[config.mk]
export PLATFORM = sky130hd
export DESIGN_NAME = sif_nnz_count
export DESIGN_NICKNAME = d
export VERILOG_FILES = /design/src/rtl/sif_nnz_count.sv
export SDC_FILE = /design/constraint.sdc
export NUM_CORES = 1
export LEC_CHECK = 0
export CORE_MARGIN = 1.5
export CORE_UTILIZATION = 47
export DETAILED_ROUTE_END_ITERATION = 10
export PLACE_DENSITY = 0.84
export SLEW_MARGIN = 20
export SYNTH_ARGS = -nofsm -noshare
export SYNTH_HDL_FRONTEND = slang
export SYNTH_SLANG_ARGS = --single-unit
[constraint.sdc]
create_clock -name clk -period 2.9 [get_ports clk]
set_input_delay 0.58 -clock clk [delete_from_list [all_inputs] [get_ports clk]]
set_output_delay 0.58 -clock clk [all_outputs]
set_load 0.005 [all_outputs]
[src/rtl/sif_nnz_count.sv]
// -----------------------------------------------------------------------------
// sif_nnz_count
//
// Upstream feeder for the fixed-point-in / floating-point-out divider stage.
// It watches a multi-lane activation stream and counts two things per tile:
// how many elements were valid, and how many of those were non-zero.
// A tile ends on the beat that carries in_last.
//
// For every finished tile it produces one operand pair for the divider:
//   divisor  (A) = total valid element count
//   dividend (B) = non-zero element count
// The divider then computes the density that the sparse multi-DNN scheduler
// uses. Finished pairs wait in a small result FIFO, so the input side keeps
// running while the divider is not accepting.
//
// Parameters:
//   DATA_W    - width of one activation element
//   LANES     - elements per input beat (1..8)
//   OUT_DEPTH - result FIFO entries (power of 2, >= 2)
//
// Ports:
//   clk, rst         - clock, asynchronous active-high reset
//   in_vld / in_rdy  - input beat handshake
//   in_dat           - lane i occupies bits [i*DATA_W +: DATA_W]
//   in_keep          - per-lane element-valid mask
//   in_last          - final beat of the tile
//   A_vld / A_dat    - divisor valid / divisor (total count)
//   B_vld / B_dat    - dividend valid / dividend (non-zero count)
//   out_rdy          - downstream accept (tie high if the divider has no ready)
//
// Optional build macro SIF_NNZ_STATS_EN adds two status outputs:
//   stat_tiles - wrapping count of tiles pushed into the FIFO
//   stat_sat   - sticky flag, set when either counter saturated
// -----------------------------------------------------------------------------
module sif_nnz_count #(
    parameter int DATA_W    = 16,
    parameter int LANES     = 4,
    parameter int OUT_DEPTH = 2
) (
    input  logic                    clk,
    input  logic                    rst,
    input  logic                    in_vld,
    input  logic [LANES*DATA_W-1:0] in_dat,
    input  logic [LANES-1:0]        in_keep,
    input  logic                    in_last,
    output logic                    in_rdy,
    output logic                    A_vld,
    output logic [15:0]             A_dat,
    output logic                    B_vld,
    output logic [15:0]             B_dat,
    input  logic                    out_rdy
`ifdef SIF_NNZ_STATS_EN
    ,
    output logic [31:0]             stat_tiles,
    output logic                    stat_sat
`endif
);

    localparam int AW = (OUT_DEPTH > 1) ? $clog2(OUT_DEPTH) : 1;
    localparam int CW = AW + 1;
    localparam logic [CW-1:0] DEPTH_C = CW'(OUT_DEPTH);

    typedef enum logic [0:0] {
        IDLE  = 1'b0,
        ACCUM = 1'b1
    } state_t;

    state_t state_q;
    state_t state_d;

    // Running per-tile counters; they are zero whenever the FSM is in IDLE.
    logic [15:0] tot_cnt;
    logic [15:0] nnz_cnt;

    // Per-beat lane counts (at most 8 lanes, so 4 bits are enough).
    logic [3:0]  beat_tot;
    logic [3:0]  beat_nnz;

    // 17-bit sums expose the carry, which drives saturation.
    logic [16:0] sum_tot;
    logic [16:0] sum_nnz;
    logic [15:0] sat_tot;
    logic [15:0] sat_nnz;
    logic [15:0] push_tot;

    logic        accept;
    logic        push;
    logic        pop;
    logic        cnt_upd;
    logic        cnt_clr;

    // Result FIFO storage and pointers.
    logic [15:0]   mem_tot [OUT_DEPTH];
    logic [15:0]   mem_nnz [OUT_DEPTH];
    logic [AW-1:0] wr_ptr;
    logic [AW-1:0] rd_ptr;
    logic [CW-1:0] fifo_cnt;
    logic          fifo_full;
    logic          fifo_empty;

    // Ready is held low through reset and comes up one clock after release.
    // It therefore depends only on registered state and never on in_vld.
    logic rdy_en;

    assign fifo_full  = (fifo_cnt == DEPTH_C);
    assign fifo_empty = (fifo_cnt == '0);

    assign in_rdy = rdy_en & ~fifo_full;
    assign accept = in_vld & in_rdy;
    assign pop    = ~fifo_empty & out_rdy;

    // Count the valid lanes in this beat, and the valid lanes that hold a
    // non-zero value. A lane with in_keep low is ignored whatever it carries.
    always_comb begin
        beat_tot = 4'd0;
        beat_nnz = 4'd0;
        for (int i = 0; i < LANES; i++) begin
            if (in_keep[i]) begin
                beat_tot = beat_tot + 4'd1;
                if (in_dat[i*DATA_W +: DATA_W] != '0) begin
                    beat_nnz = beat_nnz + 4'd1;
                end
            end
        end
    end

    // Add the beat to the running counts, clamping at 0xFFFF. The same
    // saturated values feed both the accumulator and the FIFO push, so a
    // pushed tile always includes its own last beat.
    always_comb begin
        sum_tot  = {1'b0, tot_cnt} + 17'(beat_tot);
        sum_nnz  = {1'b0, nnz_cnt} + 17'(beat_nnz);
        sat_tot  = sum_tot[16] ? 16'hFFFF : sum_tot[15:0];
        sat_nnz  = sum_nnz[16] ? 16'hFFFF : sum_nnz[15:0];
        // An empty tile reports divisor 1 so the divider never divides by 0.
        push_tot = (sat_tot == 16'd0) ? 16'd1 : sat_tot;
    end

    // FSM state register.
    always_ff @(posedge clk or posedge rst) begin
        if (rst) begin
            state_q <= IDLE;
        end else begin
            state_q <= state_d;
        end
    end

    // Next-state logic. A last beat pushes the finished tile and clears the
    // counters. Any other accepted beat adds to the counters.
    always_comb begin
        state_d = state_q;
        push    = 1'b0;
        cnt_upd = 1'b0;
        cnt_clr = 1'b0;
        case (state_q)
            IDLE: begin
                if (accept) begin
                    if (in_last) begin
                        push    = 1'b1;
                        cnt_clr = 1'b1;
                    end else begin
                        cnt_upd = 1'b1;
                        state_d = ACCUM;
                    end
                end
            end
            ACCUM: begin
                if (accept) begin
                    if (in_last) begin
                        push    = 1'b1;
                        cnt_clr = 1'b1;
                        state_d = IDLE;
                    end else begin
                        cnt_upd = 1'b1;
                    end
                end
            end
            default: begin
                state_d = IDLE;
                cnt_clr = 1'b1;
            end
        endcase
    end

    // Tile accumulators. Clearing has priority, so the counters read zero on
    // the cycle after a push.
    always_ff @(posedge clk or posedge rst) begin
        if (rst) begin
            tot_cnt <= 16'd0;
            nnz_cnt <= 16'd0;
        end else if (cnt_clr) begin
            tot_cnt <= 16'd0;
            nnz_cnt <= 16'd0;
        end else if (cnt_upd) begin
            tot_cnt <= sat_tot;
            nnz_cnt <= sat_nnz;
        end
    end

    // Input-ready enable. It comes up on the first clock after reset release.
    always_ff @(posedge clk or posedge rst) begin
        if (rst) begin
            rdy_en <= 1'b0;
        end else begin
            rdy_en <= 1'b1;
        end
    end

    // FIFO storage. It is not reset, because entries are only visible while
    // the occupancy count says they are valid.
    always_ff @(posedge clk) begin
        if (push) begin
            mem_tot[wr_ptr] <= push_tot;
            mem_nnz[wr_ptr] <= sat_nnz;
        end
    end

    // FIFO pointers and occupancy. Push is never asserted when the FIFO is
    // full, because in_rdy is low then. A push and a pop in the same cycle
    // leave the occupancy unchanged.
    always_ff @(posedge clk or posedge rst) begin
        if (rst) begin
            wr_ptr   <= '0;
            rd_ptr   <= '0;
            fifo_cnt <= '0;
        end else begin
            if (push) begin
                wr_ptr <= wr_ptr + AW'(1);
            end
            if (pop) begin
                rd_ptr <= rd_ptr + AW'(1);
            end
            case ({push, pop})
                2'b10:   fifo_cnt <= fifo_cnt + CW'(1);
                2'b01:   fifo_cnt <= fifo_cnt - CW'(1);
                default: fifo_cnt <= fifo_cnt;
            endcase
        end
    end

    // Both output channels show the same FIFO head entry. Data reads zero
    // while the FIFO is empty, which includes reset.
    always_comb begin
        A_vld = ~fifo_empty;
        B_vld = ~fifo_empty;
        A_dat = fifo_empty ? 16'd0 : mem_tot[rd_ptr];
        B_dat = fifo_empty ? 16'd0 : mem_nnz[rd_ptr];
    end

`ifdef SIF_NNZ_STATS_EN
    // Tile counter (wrapping), and a sticky saturation flag. The flag is set
    // whenever an accepted beat would carry either counter past 0xFFFF.
    always_ff @(posedge clk or posedge rst) begin
        if (rst) begin
            stat_tiles <= 32'd0;
            stat_sat   <= 1'b0;
        end else begin
            if (push) begin
                stat_tiles <= stat_tiles + 32'd1;
            end
            if (accept && (sum_tot[16] || sum_nnz[16])) begin
                stat_sat <= 1'b1;
            end
        end
    end
`endif

endmodule

# [Word level (Yosys, flattened, before mapping)]
# Memories as Yosys holds them, arrays and structs flattened.
# Index checks and enable logic that the tools add are counted.
[classes] add_sub_neg=12 n_eq_ne=3 n_mux=28 bitwise=5 n_reduce_logical=8
[op_table] op="$mux W16" count=9
[op_table] op="$reduce_bool A16 Y1" count=4
[op_table] op="$mux W4" count=9
[op_table] op="$add A16 B4 Y17" count=2
[op_table] op="$add A4 B1 Y4 const B" count=6
[op_table] op="$logic_not A16 Y1" count=1
[op_table] op="$mux W1" count=9
[op_table] op="$eq A2 B2 Y1 const B" count=2
[op_table] op="$pmux W2 S2" count=1
[op_table] op="$reduce_bool A2 Y1" count=2
[op_table] op="$and A1 B1 Y1" count=3
[op_table] op="$add A1 B1 Y1 const B" count=2
[op_table] op="$add A2 B1 Y2 const B" count=1
[op_table] op="$eq A2 B1 Y1 const B" count=1
[op_table] op="$logic_not A2 Y1" count=1
[op_table] op="$not A1 Y1" count=2
[op_table] op="$sub A2 B1 Y2 const B" count=1
[word_totals] reg_bits=37 ramBits=64 inputBits=73 mem_count=2
[mem_list] memory="mem_nnz" depth=2 width=16 rd=1 rd_clocked_by_memory_dff=0 write_ports=1 line_no="94" text="logic [15:0] mem_nnz [OUT_DEPTH];"
[mem_list] memory="mem_tot" depth=2 width=16 rd=1 rd_clocked_by_memory_dff=0 write_ports=1 line_no="93" text="logic [15:0] mem_tot [OUT_DEPTH];"

# [Logic depth before layout (Yosys ltp)]
# Gate-level depths: netlist of the first run.
[logic_depth] ltp_word=16 ltp_mapped=19

# [Worst setup path after synthesis of the first run]
# OpenSTA, ideal clock, no wires.
[synth_timing] path_type="in2reg" startpoint="in in_dat[2]" endpoint="mem mem_nnz[0][7], data pin" setup_time_ns=0.273 arrival_time_ns=3.981 setup_slack_ns=-1.353 cell_stages=17 path_cell_list="nor4_1 -> a41o_1 -> inv_1 -> ha_1 -> nand2_1 -> o21ai_0 -> ha_1 -> mux2_2 -> ha_1 -> mux2_2 -> ha_1 -> a21o_1 -> a21o_1 -> a21oi_1 -> and4b_1 -> xnor2_1 -> nand2_1"
[synth_between] elab_chain_cells=14
[synth_rtl] item="start, declared" line_no="43" text="input logic [LANES*DATA_W-1:0] in_dat,"
[synth_rtl] item="$reduce_bool A16 Y1 (*)" line_no="120" text="if (in_dat[i*DATA_W +: DATA_W] != '0) begin"
[synth_rtl] item="$mux W1 (*)" line_no="120"
[synth_rtl] item="$mux W1 (*)" line_no="118" text="if (in_keep[i]) begin"
[synth_rtl] item="$add A4 B1 Y4" line_no="121" text="beat_nnz = beat_nnz + 4'd1;"
[synth_rtl] item="$mux W4" line_no="120"
[synth_rtl] item="$mux W4 (*)" line_no="118"
[synth_rtl] item="$add A4 B1 Y4" line_no="121"
[synth_rtl] item="$mux W4" line_no="120"
[synth_rtl] item="$mux W4 (*)" line_no="118"
[synth_rtl] item="$add A4 B1 Y4" line_no="121"
[synth_rtl] item="$mux W4" line_no="120"
[synth_rtl] item="$mux W4 (*)" line_no="118"
[synth_rtl] item="$add A16 B4 Y17 (*)" line_no="132" text="sum_nnz = {1'b0, nnz_cnt} + 17'(beat_nnz);"
[synth_rtl] item="$mux W16 (*)" line_no="134" text="sat_nnz = sum_nnz[16] ? 16'hFFFF : sum_nnz[15:0];"
[synth_rtl] item="net sat_nnz[7]" line_no="83" text="logic [15:0] sat_nnz;"
[synth_rtl] item="end, declared" line_no="94"
# The timed path passes the listed nets; every way through them passes the cells marked *.

# [Final worst setup path of the first run]
[layout_timing] startpoint="in in_dat[18]" endpoint="mem mem_nnz[0][10], data pin"
[layout_between] elab_chain_cells=11
[layout_rtl] item="$reduce_bool A16 Y1 (*)" line_no="120"
[layout_rtl] item="$mux W4 (*)" line_no="120"
[layout_rtl] item="$mux W4 (*)" line_no="118"
[layout_rtl] item="$add A4 B1 Y4" line_no="121"
[layout_rtl] item="$mux W4" line_no="120"
[layout_rtl] item="$mux W4 (*)" line_no="118"
[layout_rtl] item="$add A4 B1 Y4" line_no="121"
[layout_rtl] item="$mux W4" line_no="120"
[layout_rtl] item="$mux W4 (*)" line_no="118"
[layout_rtl] item="$add A16 B4 Y17 (*)" line_no="132"
[layout_rtl] item="$mux W16 (*)" line_no="134"
[layout_rtl] item="net sat_nnz[10]" line_no="83"
# Marked as above.

==> summary.md, run 1 <==
| Metric | Value |
|---|---|
| Height of the die | `111.2 um` |
| Total Wirelength | `16,040 um` |
| ANT cells | `0` |
| Synth Cell Area | `5498 sq um` |
| Worst-Margin Slew | `977.4 ps` |
| Critical path class | `in2reg` |
| Hold Crit Class | `reg2reg` |
| DRT iter0 DRCs | `338` |
| FMAX | `250.8 MHz` |
| Worst-Skew Late Latency | `350 ps` |
| Synth Flop Type | `edfxtp_1` |
| Placed cell count | `778` |
| Worst reg2reg path depth | `6` |
| DP Wirelength | `9998 um` |
| Outcome | `finished, violations left` |
| # DRC | `0` |
| Total CTS buffers | `9` |
| Worst slew margin | `34.34%` |
| DIE WIDTH | `111.2 um` |
| Slew Viols, Final | `0` |
| Asr flop ratio synth | `36.63%` |
| Clock Root Buffer | `clkbuf_16` |
| Die Area | `12,360 sq um` |
| Final Non-Filler Cells | `817` |
| Row cnt | `39` |
| Via density per instance | `5.960` |
| Antenna viol nets, final | `0` |
| Worst hold stages | `1` |
| DP Area | `7271 sq um` |
| Seq cells post-synth | `101` |
| Register area | `2848 sq um` |
| Final Net Count | `759` |
| # IOs | `108` |
| Design Area, Final | `8423 sq um` |
| DR pass1 iterations | `5` |
| Unrepaired setup endpoints after global routing | `yes` |
| Top Metal Used | `met4` |
| Worst clock skew | `8.261 ps` |
| Net Count, Synth | `587` |
| Total GRT Usage | `24.41%` |
| Startpoint types | `input port` |
| Vias | `4,869` |
| Area occupied by multi-input gates | `3214 sq um` |
| Port Buf Inserts | `107` |
| WL met1 | `6067 um` |
| Final GP Congestion | `0.8510` |
| Syn Inst Count | `497` |
| Clock Pin Slew Worst Setup and Hold Paths | `70 ps` |
| Final period utilization | `137.5%` |
| Number of global-route vias before repair | `5,051` |
| Area grow syn2layout | `53.21%` |
| CP Capture Type | `register` |
| H-tree levels | `3` |
| Mean post-synth cell area | `11.06 sq um` |
| Starting Density | `48.15%` |
| CTS tree | `done` |
| Met2 wire length | `8319 um` |
| First-pass GRT wire length | `24,190 um` |
| Max VDD drop | `796.0 uV` |
| Yosys cell types | `69` |
| Lkg Pwr | `3.479 nW` |
| Hold Fails Final Rpt | `0` |
| Crit path max fanout | `3` |
| Design Power | `0.005403 W` |
| Max Cap Viol | `0` |
| Routed wl met3 | `1236 um` |
| CTS max path bufs | `2` |
| Fill cells | `726` |
| Power per cell area | `641.5 nW/um^2` |
| Largest net degree at the start of global routing | `38` |
| Overflow after GRT | `0` |
| CTS Sinks | `101` |
| Post-synth EDFFs | `64` |
| Failing checks | `setup timing` |
| Layout cells sized above 1 | `36.35%` |
| Sequential share of the synthesized area | `51.80%` |
| Wire per inst | `19.63 um` |
| Synthesis Warnings | `0` |
| Core area | `11,420 sq um` |
| Worst setup margin | `-1087 ps` |
| Data arrival, critical path | `4090 ps` |
| Worst path required time | `3000 ps` |
| Minimum clock period | `3987 ps` |
| Initial antenna violation count | `0` |
| Final setup viols | `91` |
## cell families (layout without fill, tap and decap cells)
logic type      after synthesis  in the layout  synth area share [%]
flops                       101            101                 51.80
fa+ha+maj                    17             17                 4.142
buf+inv                      45            221                 3.823
mux                          36             36                 6.623
other cells                   2              2                0.1366
simple gates                171            171                 16.30
xor+xnor                     24             24                 3.823
compound gates              101            102                 13.36
## timing repair
item                       4_1_cts  5_1_grt
gates resized for setup        175       80
gates cloned                     2        0
hold buffers                     0        0
pin swaps                       56       50
setup buffers                   14       10
setup endpoints to repair       96       95
## power breakdown
part	switching, W	internal (W)	leakage [nW]
clock	0.000536	0.000696	0.150
combinational	0.00108	0.00126	2.20
sequential	0.000106	0.00173	1.13
## layer usage
metal  up-vias  GRT usage [%]
met2       265          42.72
met3        41          4.429
met4         0          9.451
met1      2381          30.07
met5         -              0
li1       2182              -
## sequential cells by signal, indices dropped and copies added (netlist names)
name / flops
fifo_cnt: 2
mem_nnz: 32
mem_tot: 32
nnz_cnt: 16
rd_ptr: 1
rdy_en: 1
tot_cnt: 16
wr_ptr: 1
## per-stage QoR
| step | TNS [ps] | hold slack [ps] | setup slack [ps] | utilization (%) |
|---|---|---|---|---|
| 2_1_floorplan | -48910 | 456.8 | -1113 | - |
| 3_3_place_gp | -119930 | 476.8 | -1762 | 63.68 |
| 3_5_place_dp | -130890 | 495.9 | -1958 | 63.68 |
| 4_1_cts | -58430 | 508.7 | -1078 | 70.01 |
| 5_1_grt | -63740 | 531.8 | -1231 | 73.77 |
| 6_report | -55860 | 507.4 | -1087 | 73.77 |
## cells in the mapped netlist, types with 3 or more instances
master,number,share of area (%)
a21o_1,3,0.41
a21oi_1,21,1.9
a22o_1,15,2.4
a31o_2,3,0.48
a31oi_1,8,0.91
a41oi_1,4,0.64
and2_1,6,0.68
and3_1,6,0.68
buf_4,3,0.41
clkbuf_1,18,1.2
dfrtp_1,37,17
edfxtp_1,64,35
ha_1,15,3.4
inv_1,19,1.3
mux2_2,3,0.61
mux2i_1,33,6.0
nand2_1,26,1.8
nand2b_1,4,0.46
nand3_1,13,1.2
nand4_1,4,0.46
nor2_1,53,3.6
nor2b_1,3,0.34
nor3_1,12,1.1
nor4_1,19,2.2
o21a_1,9,1.2
o21ai_0,12,1.1
or2_2,6,0.68
xnor2_1,12,1.9
xor2_1,12,1.9
## final timing paths
kind	startpoint	end	slack [ps]
min reg2reg	wr_ptr	wr_ptr	510
max	in_dat[18]	mem_nnz[0][10]	-1090
min	wr_ptr	wr_ptr	510
max in group asynchronous	rst	rd_ptr	1860
max reg2reg	tot_cnt[6]	mem_tot[1][0]	190
min in group asynchronous	rst	tot_cnt[3]	670
## critical path, cell delays in order
cell,delay (ps)
clkdlybuf4s15_1,180
nor4_2,260
nand4_1,150
ha_1,320
nand2_1,80
o21ai_2,80
ha_4,240
mux2_4,270
ha_4,260
mux2_4,160
inv_2,40
fa_2,360
nor2b_4,130
o21a_1,180
buf_6,140
o21ai_4,80
nor3_4,310
xnor2_2,170
nand2_2,80
## final cells by class
type | instances | share of cell area (%)
clock buffers | 11 | 2.882
inverters | 19 | 1.144
repair buffers | 186 | 21.20
clock inverters | 5 | 0.6833
well taps | 143 | 2.124
flip-flops and latches | 101 | 33.81
multi-input cells | 352 | 38.16
## cells in the final DEF (no fill, tap or decap), types with 7 or more instances in the layout
| cell type | instances |
|---|---|
| clkdlybuf4s50_1 | 72 |
| edfxtp_1 | 64 |
| nor2_1 | 44 |
| buf_4 | 44 |
| dfrtp_1 | 37 |
| buf_6 | 33 |
| mux2i_1 | 32 |
| nand2_1 | 19 |
| a22o_1 | 15 |
| inv_1 | 14 |
| nand3_1 | 11 |
| a21oi_1 | 11 |
| clkdlybuf4s15_1 | 11 |
| xor2_1 | 9 |
| nor4_1 | 9 |
| clkbuf_16 | 9 |
| o21a_1 | 8 |
| ha_1 | 8 |
| buf_2 | 8 |
| a21oi_2 | 7 |
| nor3_1 | 7 |
Note: power is estimated with default switching activity, not from simulation.
==> inputs of run 2 (changes only) <==
--- a/config.mk
+++ b/config.mk
@@ -5,11 +5,12 @@
 export SDC_FILE = /design/constraint.sdc
 export NUM_CORES = 1
 export LEC_CHECK = 0
+export ABC_AREA = 0
 export CORE_MARGIN = 1.5
 export CORE_UTILIZATION = 47
 export DETAILED_ROUTE_END_ITERATION = 10
 export PLACE_DENSITY = 0.84
-export SLEW_MARGIN = 20
+export SLEW_MARGIN = 40
 export SYNTH_ARGS = -nofsm -noshare
 export SYNTH_HDL_FRONTEND = slang
 export SYNTH_SLANG_ARGS = --single-unit
==> run 2 against run 1 <==
  * The run still ends with setup timing left
  * Power hardly changed
  * Sequential power hardly changed
  * Clock power hardly changed
==> summary.md, run 2 (synthesized netlist as in run 1, its figures left out) <==
| Metric | Value |
|---|---|
| Largest net degree at the start of global routing | `38 (unchanged)` |
| Clock Pin Slew Worst Setup and Hold Paths | `70 ps (about the same)` |
| Crit path to | `mem_nnz[1][10]` |
| Setup crit start | `in_dat[18]` |
| Lkg Pwr | `3.479 nW (about the same)` |
| Unrepaired setup endpoints after global routing | `yes` |
| Failing checks | `setup timing` |
| Final setup viols | `91 (unchanged)` |
| Clock Power Share | `22.7% (about the same)` |
| Regs by FF count | `mem_nnz: 32 flops, mem_tot: 32 flops` |
| Placed cell count | `778 (unchanged)` |
| Design Area, Final | `8428 sq um (about the same)` |
| Data arrival, critical path | `4080 ps (about the same)` |
| Starting Density | `48.15% (unchanged)` |
| Core area | `11,420 sq um (unchanged)` |
| Initial antenna violation count | `0 (unchanged)` |
| Slew Viols, Final | `0 (unchanged)` |
| Power per cell area | `640.9 nW/um^2 (about the same)` |
| Port Buf Inserts | `107 (unchanged)` |
| Register share of total power | `33.9% (about the same)` |
| Top Metal Used | `met4` |
| Max VDD drop | `805.9 uV (+1.2%)` |
| DP Area | `7271 sq um (unchanged)` |
| H-tree levels | `3 (unchanged)` |
| Overflow after GRT | `0 (unchanged)` |
| Worst-Skew Late Latency | `350 ps (about the same)` |
| Delay-heaviest family, CP | `adder cells` |
| Minimum clock period | `3981 ps (-6.310 ps)` |
| CP Capture Type | `register` |
| First-pass GRT wire length | `24,190 um (unchanged)` |
| DRT iter0 DRCs | `320 (-5.3%)` |
| Worst setup margin | `-1081 ps (+6.310 ps)` |
| Worst path required time | `3000 ps (about the same)` |
| Worst clock skew | `8.299 ps (+0.03802 ps)` |
| DR pass1 iterations | `5 (unchanged)` |
| Worst r2r src | `tot_cnt[6]` |
| Total CTS buffers | `9 (unchanged)` |
| # DRC | `0 (unchanged)` |
| Clock Root Buffer | `clkbuf_16` |
| Hold Fails Final Rpt | `0 (unchanged)` |
| ANT cells | `0 (unchanged)` |
| Outcome | `finished, violations left` |
| Combinational share of power | `43.3% (about the same)` |
| Most frequent cells in the layout | `clkdlybuf4s50_1, edfxtp_1, nor2_1, buf_4, dfrtp_1` |
| Final Non-Filler Cells | `817 (unchanged)` |
| Slowest CP cell | `fa_2` |
| Design Power | `0.005401 W (about the same)` |
| Levels on crit path | `19 (unchanged)` |
| Worst reg2reg path depth | `6 (unchanged)` |
| CTS tree | `done` |
| FMAX | `251.2 MHz (+0.16%)` |
| FF-to-FF End | `mem_tot[1][0]` |
| Wire per inst | `19.50 um (-0.65%)` |
| Total Wirelength | `15,940 um (-0.65%)` |
| Critical path class | `in2reg` |
| Reg2reg setup slack | `180 ps (about the same)` |
| Final GP Congestion | `0.8510 (unchanged)` |
| Number of global-route vias before repair | `5,051 (unchanged)` |
| DP Wirelength | `9998 um (unchanged)` |
| Area grow syn2layout | `53.30% (about the same)` |
| # IOs | `108 (unchanged)` |
| Crit path max fanout | `3 (unchanged)` |
| Switching power | `0.001721 W (-0.11%)` |
| Max Cap Viol | `0 (unchanged)` |
| Height of the die | `111.2 um (unchanged)` |
| Final Net Count | `759 (unchanged)` |
| Antenna viol nets, final | `0 (unchanged)` |
| Worst-Margin Slew | `681.6 ps (-295.8 ps)` |
| Hold Crit Class | `reg2reg` |
| Via density per instance | `6.011 (+0.86%)` |
| CTS Sinks | `101 (unchanged)` |
| WHS | `505.8 ps (-1.615 ps)` |
| Total GRT Usage | `24.41% (unchanged)` |
| Commonest non-fill, non-tap cell in the layout | `clkdlybuf4s50_1` |
| Met2 wire length | `8103 um (-2.6%)` |
| DIE WIDTH | `111.2 um (unchanged)` |
| Layout cells sized above 1 | `36.50% (+0.15 points)` |
| Max stage delay on crit path | `360 ps (about the same)` |
| Final period utilization | `137.3% (-0.22 points)` |
| CP Cell Sequence | `clkdlybuf4s15_1, nor4_2, nand4_1, ha_1, nand2_1, o21ai_2, ha_4, mux2_4, ha_4, mux2_4, inv_2, fa_2, nor2b_4, o21a_1, buf_6, o21ai_4, nor3_4, xnor2_2, nand2_2` |
| Crit path buffers/inverters | `3 (unchanged)` |
| Vias | `4,911 (+0.86%)` |
| CTS max path bufs | `2 (unchanged)` |
| Worst slew margin | `54.56% (+20 points)` |
| Die Area | `12,360 sq um (unchanged)` |
| Routed wl met3 | `1396 um (+13%)` |
| Startpoint types | `input port` |
| Post-Route Setup TNS | `-55,510 ps (+352.2 ps)` |
| Internal power consumption | `0.003680 W (about the same)` |
| Row cnt | `39 (unchanged)` |
| WL met1 | `5951 um (-1.9%)` |
| Switching Share | `31.86% (about the same)` |
## run 2: cell counts in the layout (fill, tap and decap cells not counted)
No cell type changed its count.
## run 2: layout make-up
cell class              instances  area, sq um
repair buffers                186         1785
clock inverters                 5        57.56
fillers                       725         2990
well taps                     143        178.9
flip-flops and latches        101         2848
clock buffers                  11        242.7
multi-input cells             352         3219
inverters                      19        96.34
## run 2: worst min path at each step
| stage | startpoint | end | slack, ps | depth (start not counted) |
|---|---|---|---|---|
| CTS | wr_ptr | wr_ptr | 510 | 1 |
| detailed placement | wr_ptr | wr_ptr | 500 | 1 |
| floorplan | tot_cnt[0] | tot_cnt[0] | 460 | 2 |
| finish | wr_ptr | wr_ptr | 510 | 1 |
| global route | wr_ptr | wr_ptr | 530 | 1 |
| global placement | tot_cnt[0] | tot_cnt[0] | 480 | 2 |
## run 2: layer usage
metal / global-route usage (%) / vias up
li1: - / 2189
met1: 30.07 / 2372
met2: 42.72 / 295
met3: 4.429 / 55
met4: 9.451 / 0
met5: 0 / -
## run 2: power groups by stage
stage	registers, W	clock network, W	logic, W
2_1_floorplan	0.00181	0	0.00106
3_3_place_gp	0.00184	0	0.00191
3_5_place_dp	0.00185	0	0.00198
4_1_cts	0.00183	0.00123	0.00214
5_1_grt	0.00184	0.00128	0.00252
6_report	0.00183	0.00123	0.00234
## run 2: metrics by stage
stage	util [%]	worst slack, ps
after floorplan	-	-1113
after CTS	70.01	-1078
final	73.81	-1081
after global routing	73.81	-1214
after global placement	63.68	-1762
after detailed placement	63.68	-1958
## run 2: repair_timing
action                                  4_1_cts  5_1_grt
gates resized for setup                     175       80
hold buffers                                  0        0
pin swaps                                    56       50
setup buffers                                14       10
cloned                                        2        0
endpoints found under the setup margin       96       95
## run 2: worst reg2reg max path, delay by kind of cell (launching register included)
family | cells | cell delay, ps
AND/OR/NAND/NOR | 4 | 1420
flip-flops | 1 | 630
AO/OA/AOI/OAI | 2 | 510
==> inputs of run 3 (changes only) <==
--- a/config.mk
+++ b/config.mk
@@ -6,7 +6,6 @@
 export NUM_CORES = 1
 export LEC_CHECK = 0
 export ABC_AREA = 0
-export CORE_MARGIN = 1.5
 export CORE_UTILIZATION = 47
 export DETAILED_ROUTE_END_ITERATION = 10
 export PLACE_DENSITY = 0.84
==> run 3 against run 2 <==
  * The run ends with DRC, setup timing left
  * Design area is 2.1% lower
  * Fmax is 1.1% lower
  * Hold slack better by 9.4 ps
  * Non-clock buffer count is 10 lower
  * Flip-flop and latch count stayed put
  * Wire length is 5.2% lower
  * Highest routed layer unchanged
==> summary.md, run 3 (synthesized netlist as in run 1, its figures left out) <==
| Metric | Value |
|---|---|
| CTS tree | `done` |
| CTS max path bufs | `2 (unchanged)` |
| Clock Power Share | `23.2% (+0.5 points)` |
| Worst path required time | `3150 ps (+150 ps)` |
| Worst clock skew | `8.445 ps (+0.1461 ps)` |
| Power per cell area | `639.7 nW/um^2 (-0.19%)` |
| Worst slew margin | `53.92% (-0.64 points)` |
| Total GRT Usage | `24.93% (+0.52 points)` |
| Critical path class | `in2reg` |
| Switching Share | `32.16% (+0.30 points)` |
| Commonest non-fill, non-tap cell in the layout | `clkdlybuf4s50_1` |
| Max Cap Viol | `0 (unchanged)` |
| Row cnt | `39 (unchanged)` |
| Slew Viols, Final | `0 (unchanged)` |
| Layout cells sized above 1 | `32.58% (-3.9 points)` |
| Final Non-Filler Cells | `806 (-1.3%)` |
| Starting Density | `48.15% (unchanged)` |
| Switching power | `0.001698 W (-1.3%)` |
| Design Power | `0.005279 W (-2.3%)` |
| Register share of total power | `34.7% (+0.8 points)` |
| Antenna viol nets, final | `0 (unchanged)` |
| Via density per instance | `5.970 (-0.68%)` |
| FMAX | `248.4 MHz (-1.1%)` |
| DP Wirelength | `9886 um (-1.1%)` |
| Fin util | `72.28% (-1.5 points)` |
| Area grow syn2layout | `50.11%` |
| Placed cell count | `773 (-0.64%)` |
| DR pass1 iterations | `8 (+3)` |
| Height of the die | `110.2 um (-0.90%)` |
| CP Capture Type | `register` |
| Outcome | `finished, violations left` |
| Internal power consumption | `0.003581 W (-2.7%)` |
| Crit path max fanout | `5 (+2)` |
| Initial antenna violation count | `0 (unchanged)` |
| Startpoint types | `input port` |
| Data arrival, critical path | `4270 ps (+190 ps)` |
| Final Net Count | `748 (-1.4%)` |
| Final period utilization | `138.8% (+1.6 points)` |
| Overflow after GRT | `0 (unchanged)` |
| Hold Crit Class | `reg2reg` |
| Vias | `4,812 (-2.0%)` |
| Final setup viols | `84 (-7.7%)` |
| Total CTS buffers | `9 (unchanged)` |
| # IOs | `108 (unchanged)` |
| Final GP Congestion | `0.8514 (about the same)` |
| Post-Route Setup TNS | `-50,100 ps (+5408 ps)` |
| Clock Root Buffer | `clkbuf_16` |
| Wire per inst | `18.74 um (-3.9%)` |
| Worst-Skew Late Latency | `350 ps (about the same)` |
| Worst setup margin | `-1126 ps (-45.08 ps)` |
| Port Buf Inserts | `107 (unchanged)` |
| Unrepaired setup endpoints after global routing | `yes` |
| DIE WIDTH | `110.2 um (-0.90%)` |
| # DRC | `1 (+1)` |
| CTS Sinks | `101 (unchanged)` |
| First-pass GRT wire length | `22,650 um (-6.4%)` |
| Combinational share of power | `42.1% (-1.2 points)` |
| Failing checks | `DRC, setup timing` |
| Max VDD drop | `755.2 uV (-6.3%)` |
| Minimum clock period | `4026 ps (+45.08 ps)` |
| Total Wirelength | `15,110 um (-5.2%)` |
| Worst-Margin Slew | `686.0 ps (+4.454 ps)` |
| ANT cells | `0 (unchanged)` |
| Die Area | `12,130 sq um (-1.8%)` |
| Largest net degree at the start of global routing | `38 (unchanged)` |
| Regs by FF count | `mem_nnz: 32 flops, mem_tot: 32 flops` |
| WHS | `515.2 ps (+9.381 ps)` |
| Most frequent cells in the layout | `clkdlybuf4s50_1, edfxtp_1, nor2_1, buf_4, dfrtp_1` |
| Hold Fails Final Rpt | `0 (unchanged)` |
| DRT iter0 DRCs | `397 (+24%)` |
| Lkg Pwr | `3.422 nW (-1.6%)` |
| Core area | `11,420 sq um (unchanged)` |
| H-tree levels | `3 (unchanged)` |
| Number of global-route vias before repair | `4,703 (-6.9%)` |
| Clock Pin Slew Worst Setup and Hold Paths | `70 ps (about the same)` |
run 3: changes by cell type in the layout (fill, tap and decap cells not counted), sizes merged:
cell,change
dlygate4sd2,+6
clkdlybuf4s15,-1
clkbuf,-7
clkinv,-1
o21a,-1
clkinvlp,+2
buf,-9
run 3: critical path, stage by stage:
cell and delay [ps]:
clkdlybuf4s15_1 180, nor4_2 290, nand4_1 140, ha_1 310, nand2_1 80, o21ai_2 60, ha_1 300, mux2_4 280
ha_4 210, mux2_4 280, ha_4 260, a21o_1 110, a21o_1 160, a21oi_4 100, buf_6 130, nand3b_1 260
buf_4 230, a211oi_2 290
run 3: power groups by stage:
stage	clock network, W	registers [W]	logic [W]
final	0.00123	0.00183	0.00222
after floorplan	0	0.00181	0.00106
after CTS	0.00123	0.00183	0.00212
after global placement	0	0.00184	0.00187
after detailed placement	0	0.00185	0.00195
after global routing	0.00129	0.00185	0.00239
run 3: metal layers:
layer	part of all wire, %	GRT usage [%]	vias to the layer above
met5	0	0	-
met1	41	30.55	2326
met4	2.8	9.962	0
met2	49	43.35	286
li1	-	-	2169
met3	7.3	4.703	31
run 3: layout make-up:
| cell class | count | area, sq um |
|---|---|---|
| clock buffers | 10 | 229.0 |
| clock inverters | 6 | 70.07 |
| fillers | 734 | 3166 |
| inverters | 19 | 96.34 |
| multi-input cells | 351 | 3124 |
| flip-flops and latches | 101 | 2848 |
| well taps | 143 | 178.9 |
| repair buffers | 176 | 1707 |
run 3: worst paths after layout:
path	start	endpoint	slack [ps]	cells past startpoint
setup reg to reg	nnz_cnt[5]	mem_nnz[1][15]	270	6
hold / removal	wr_ptr	wr_ptr	520	1
setup / recovery	in_dat[30]	nnz_cnt[11]	-1130	18
min in group asynchronous	rst	tot_cnt[5]	660	3
hold reg to reg	wr_ptr	wr_ptr	520	1
max in group asynchronous	rst	nnz_cnt[5]	1880	3
run 3: through the flow:
step / worst slack [ps] / area [sq um]
floorplan: -1113 / 5718
global placement: -1786 / 7233
detailed placement: -1895 / 7233
CTS: -1058 / 7963
global route: -1253 / 8253
finish: -1126 / 8253
run 3: repair_timing:
action,4_1_cts,5_1_grt
setup buffers,11,10
endpoints found under the setup margin,96,95
hold buffers,0,0
cloned,1,0
gates resized for setup,181,47
pin swaps,66,50
